==> src/rtl/cla_word_sequencer.sv <==
// Word-serial multi-word adder built around an 11-bit carry-lookahead adder.
// Carry chains between words; each sum word goes out on a one-entry valid/ready register.

module cla_adder #(
  parameter int W = 11
) (
  input  logic [W-1:0] i_a,
  input  logic [W-1:0] i_b,
  input  logic         i_cin,
  output logic [W-1:0] o_sum,
  output logic         o_cout
);
  logic [W-1:0] w_g, w_p;
  logic [W:0]   w_c;

  assign w_g = i_a & i_b;
  assign w_p = i_a ^ i_b;

  // Each carry is a flat sum of generate terms propagated through the bits above them.
  always_comb begin
    logic term;
    w_c    = '0;
    w_c[0] = i_cin;
    for (int i = 1; i <= W; i++) begin
      for (int j = -1; j < i; j++) begin
        term = (j < 0) ? i_cin : w_g[j];
        for (int k = j + 1; k < i; k++) term = term & w_p[k];
        w_c[i] = w_c[i] | term;
      end
    end
  end

  assign o_sum  = w_p ^ w_c[W-1:0];
  assign o_cout = w_c[W];
endmodule

module cla_word_sequencer #(
  parameter int MAX_WORDS = 8,
  parameter int IDX_W     = 6
) (
  input  logic             clk,
  input  logic             rst_n,
  input  logic             abort,
  input  logic             in_valid,
  output logic             in_ready,
  input  logic [10:0]      in_a,
  input  logic [10:0]      in_b,
  input  logic             in_cin,
  input  logic             in_last,
  output logic             out_valid,
  input  logic             out_ready,
  output logic [10:0]      out_sum,
  output logic             out_cout,
  output logic             out_last,
  output logic             out_trunc,
  output logic [IDX_W-1:0] out_idx
);
  typedef enum logic {S_IDLE, S_BUSY} state_t;

  state_t           r_state, w_state_nxt;
  logic [IDX_W-1:0] r_cnt, w_cnt_nxt;
  logic             r_carry, w_carry_nxt;

  logic [10:0]      w_sum;
  logic             w_cout, w_cin, w_accept, w_at_max, w_lastw;

  logic             r_out_valid, r_out_cout, r_out_last, r_out_trunc;
  logic [10:0]      r_out_sum;
  logic [IDX_W-1:0] r_out_idx;

  assign in_ready = !r_out_valid || out_ready;
  assign w_accept = in_valid && in_ready && !abort;
  assign w_at_max = (r_cnt == IDX_W'(MAX_WORDS - 1));
  assign w_lastw  = in_last || w_at_max;
  // in_cin only seeds the first word; later words chain the stored carry.
  assign w_cin    = (r_state == S_BUSY) ? r_carry : in_cin;

  cla_adder #(.W(11)) u_add (
    .i_a   (in_a),
    .i_b   (in_b),
    .i_cin (w_cin),
    .o_sum (w_sum),
    .o_cout(w_cout)
  );

  always_ff @(posedge clk or negedge rst_n) begin
    if (!rst_n) begin
      r_state <= S_IDLE;
      r_cnt   <= '0;
      r_carry <= 1'b0;
    end else begin
      r_state <= w_state_nxt;
      r_cnt   <= w_cnt_nxt;
      r_carry <= w_carry_nxt;
    end
  end

  always_comb begin
    w_state_nxt = r_state;
    w_cnt_nxt   = r_cnt;
    w_carry_nxt = r_carry;
    if (abort) begin
      w_state_nxt = S_IDLE;
      w_cnt_nxt   = '0;
      w_carry_nxt = 1'b0;
    end else if (w_accept) begin
      if (w_lastw) begin
        w_state_nxt = S_IDLE;
        w_cnt_nxt   = '0;
        w_carry_nxt = 1'b0;
      end else begin
        w_state_nxt = S_BUSY;
        w_cnt_nxt   = r_cnt + 1'b1;
        w_carry_nxt = w_cout;
      end
    end
  end

  // Abort drops a pending word but leaves the data fields as they were.
  always_ff @(posedge clk or negedge rst_n) begin
    if (!rst_n) begin
      r_out_valid <= 1'b0;
      r_out_sum   <= '0;
      r_out_cout  <= 1'b0;
      r_out_last  <= 1'b0;
      r_out_trunc <= 1'b0;
      r_out_idx   <= '0;
    end else if (abort) begin
      r_out_valid <= 1'b0;
    end else if (w_accept) begin
      r_out_valid <= 1'b1;
      r_out_sum   <= w_sum;
      r_out_cout  <= w_cout;
      r_out_last  <= w_lastw;
      r_out_trunc <= !in_last && w_at_max;
      r_out_idx   <= r_cnt;
    end else if (r_out_valid && out_ready) begin
      r_out_valid <= 1'b0;
    end
  end

  assign out_valid = r_out_valid;
  assign out_sum   = r_out_sum;
  assign out_cout  = r_out_cout;
  assign out_last  = r_out_last;
  assign out_trunc = r_out_trunc;
  assign out_idx   = r_out_idx;
endmodule

==> config.mk <==
export PLATFORM = sky130hd
export DESIGN_NAME = cla_word_sequencer
export DESIGN_NICKNAME = d
export VERILOG_FILES = /design/src/rtl/cla_word_sequencer.sv
export SDC_FILE = /design/constraint.sdc
export NUM_CORES = 1
export LEC_CHECK = 0
export CORE_ASPECT_RATIO = 1.75
export CORE_MARGIN = 2
export CORE_UTILIZATION = 45
export DETAILED_ROUTE_END_ITERATION = 8
export MAX_ROUTING_LAYER = met4
export PLACE_DENSITY = 0.77
export REMOVE_ABC_BUFFERS = 1
export SYNTH_ARGS = -nofsm -noshare
export SYNTH_HDL_FRONTEND = slang
export SYNTH_SLANG_ARGS = --single-unit
export TNS_END_PERCENT = 30
==> constraint.sdc <==
create_clock -name clk -period 4.5 [get_ports clk]
set_input_delay 1.35 -clock clk [delete_from_list [all_inputs] [get_ports clk]]
set_output_delay 1.35 -clock clk [all_outputs]
set_load 0.02 [all_outputs]
==> run summary <==
P_leak: 1.02 nW
Distinct cells, synth: 38
Setup TNS: 0 ns
# hold bufs at CTS: 0
Crit path time final: 3.91 ns
Final Wtd Congestion: 0.848
First-pass GRT wire length: 6760 um
CP Launch Type: input port
Clock skew: 0.00497 ns
Wirelength per Cell: 14.2 um
Initial antenna violation count: 0
HP Class: reg -> reg
P&R area growth vs syn: 39.9%
Top FF cell, synth: dfrtp_1
CP Data Required Time: 3.15 ns
Area leader, netlist: dfrtp_1
Routed vias: 1466
Post-cts resize count: 0
# IOs: 51
DP HPWL: 3010 um
DR pass1 iterations: 4
Root buf cell: clkbuf_8
Share of cells above drive strength 1: 6.64%
P_sw: 0.220 mW
CTS Buffer Depth: 2
Combinational share of power: 29.1%
Synth top area cells: dfrtp_1 (45%), ha_1 (10%), nand2_1 (9.3%)
CTS sink cnt: 29
Worst slew pin tran: 0.736 ns
Ys async rst share: 100%
Fin. max-slew vios: 0
CORE AREA: 0.00340 sq mm
DRC: 0
Status: complete, no violations
Post-synth EDFFs: 0
Hold Vio Cnt, Final: 0
Switching share of power: 30.0%
Grt total ovfl: 0
Post-synthesis sequential area ratio: 45.1%
Final ANT Viol Nets: 0
Max VDD drop: 0.231 mV
Syn avg cell area: 9.42 sq um
Clk pin slew, worst setup/hold paths: 0.06 ns
Starting DRT DRC Count: 21
Hold Slack: 0.471 ns
Largest net degree at the start of global routing: 30
Number of port buffers: 50
Max-cap violations: 0
Vias in the first global route: 1539
ANT cells: 0
Row count: 28
Flops & latches, synth: 29
Critical path type: in -> out
Die ar.: 0.00409 sq mm
Initial Utilization: 47.4%
Yosys warnings: 0
RSZ-0062 raised after global routing: false
Post-synthesis cell count: 171
CP Capture Type: primary output
CTS tree: built
NumNets Final: 269
Max_slew headroom: 50.8%
PwrDens: 326 mW/mm^2
CTS H-tree lvls: 2
Final setup violation count: 0
Synth top area share: 45.1%
Fmax: 256 MHz
Via/cell ratio: 5.41
Die width: 49.2 um
Share of power burned in registers: 41.4%
CP Max Fanout: 5
Synthesized area: 0.00161 sq mm
CTS Buf Count: 5
Cell-internal power: 0.515 mW
CP arrival: 2.56 ns
Chip height: 83.1 um
Final wirelength: 3860 um
Post-CTS Setup Repair Bufs: 0
GRT Resource Usage Total: 21.6%
Ratio of final minimum period to clock period: 87.0%
Clock share of power: 29.5%
Clock latency on the worst-skew pair: 0.28 ns
## layer usage
metal  up-vias  track usage, %  wire, um
met5         -               -         0
met4         0            8.83        64
met3         6            5.04       183
met2        43            38.9      2140
met1       702            21.6      1470
li1        715               -         -
## cell usage after synthesis (2+ instances only)
master / count
nand2_1: 40
o31ai_1: 5
a21oi_1: 6
nor3_1: 6
a21oi_2: 2
o21ai_0: 13
nand3_1: 4
nor2_1: 8
o21a_1: 4
nor4_1: 2
clkbuf_1: 4
inv_1: 5
xnor2_1: 2
ha_1: 13
dfrtp_1: 29
or3_1: 2
a31o_1: 2
xor2_1: 2
a21o_1: 3
## worst max-delay path, cell delays in order
cell and delay, ns:
clkdlybuf4s50_1 0.44, nand2b_2 0.15, clkdlybuf4s50_1 0.62
## through the flow
| stage | utilization, % | total power, mW | instance area (sq um) | std cells | setup slack [ns] |
|---|---|---|---|---|---|
| after floorplan | - | 0.415 | 1600 | 167 | 1.53 |
| after global placement | 63.8 | 0.516 | 2170 | 264 | 0.596 |
| after detailed placement | 63.8 | 0.524 | 2170 | 264 | 0.578 |
| after CTS | 66.3 | 0.741 | 2250 | 271 | 0.580 |
| after global routing | 66.3 | 0.773 | 2250 | 271 | 0.564 |
| final | 66.3 | 0.735 | 2250 | 271 | 0.586 |
## flip-flops by register name, summed over array words and instances (netlist names)
register / count
out_trunc: 1
out_cout: 1
out_sum: 11
out_valid: 1
out_idx: 6
r_carry: 1
r_state: 1
out_last: 1
r_cnt: 6
## logic make-up (layout without fill, tap and decap cells)
family,count (synthesis),in the layout,synth area share (%)
adders and majority gates,14,14,11.3
muxes,1,1,0.622
xor gates and xnor gates,4,4,2.18
and+or+nand+nor,70,70,20.0
AOI/OAI and AO/OA,44,44,18.7
buffers and inverters,9,64,2.10
DFF,29,29,45.1
## power groups by stage
stage | logic, mW | clock network [mW] | registers [mW]
finish | 0.214 | 0.217 | 0.304
global route | 0.234 | 0.231 | 0.308
CTS | 0.217 | 0.220 | 0.304
detailed placement | 0.215 | 0 | 0.309
global placement | 0.209 | 0 | 0.307
floorplan | 0.0755 | 0 | 0.340
## cells in the final DEF (no fill, tap or decap), drive strengths merged, types with 2 or more instances in the layout
cell / instances
a21o: 3
a21oi: 8
a31o: 2
buf: 2
clkbuf: 7
clkdlybuf4s50: 50
dfrtp: 29
ha: 13
inv: 5
nand2: 40
nand2b: 2
nand3: 4
nor2: 8
nor3: 6
nor4: 2
o211ai: 2
o21a: 4
o21ai: 13
o31ai: 5
or3: 3
xnor2: 2
xor2: 2
## layout make-up
type                            instances  area [sq um]
Inverter                                5          18.8
Timing Repair Buffer                   52           515
Clock buffer                            7          86.3
Tap cell                               45          56.3
Fill cell                             310          1140
Sequential cell                        29           726
Multi-Input combinational cell        133           851
## path summary, 6_finish.rpt
path,cells after the start,end,slack [ns],from
hold / removal,2,out_idx[5],0.47,out_idx[5]
max in group asynchronous,2,out_sum[6],2.77,rst_n
min in group asynchronous,2,r_cnt[1],1.46,rst_n
setup reg to reg,8,out_sum[10],2.28,r_state
hold reg to reg,2,out_idx[5],0.47,out_idx[5]
setup / recovery,3,in_ready,0.59,out_ready
Power figures use the tool's default switching activity.
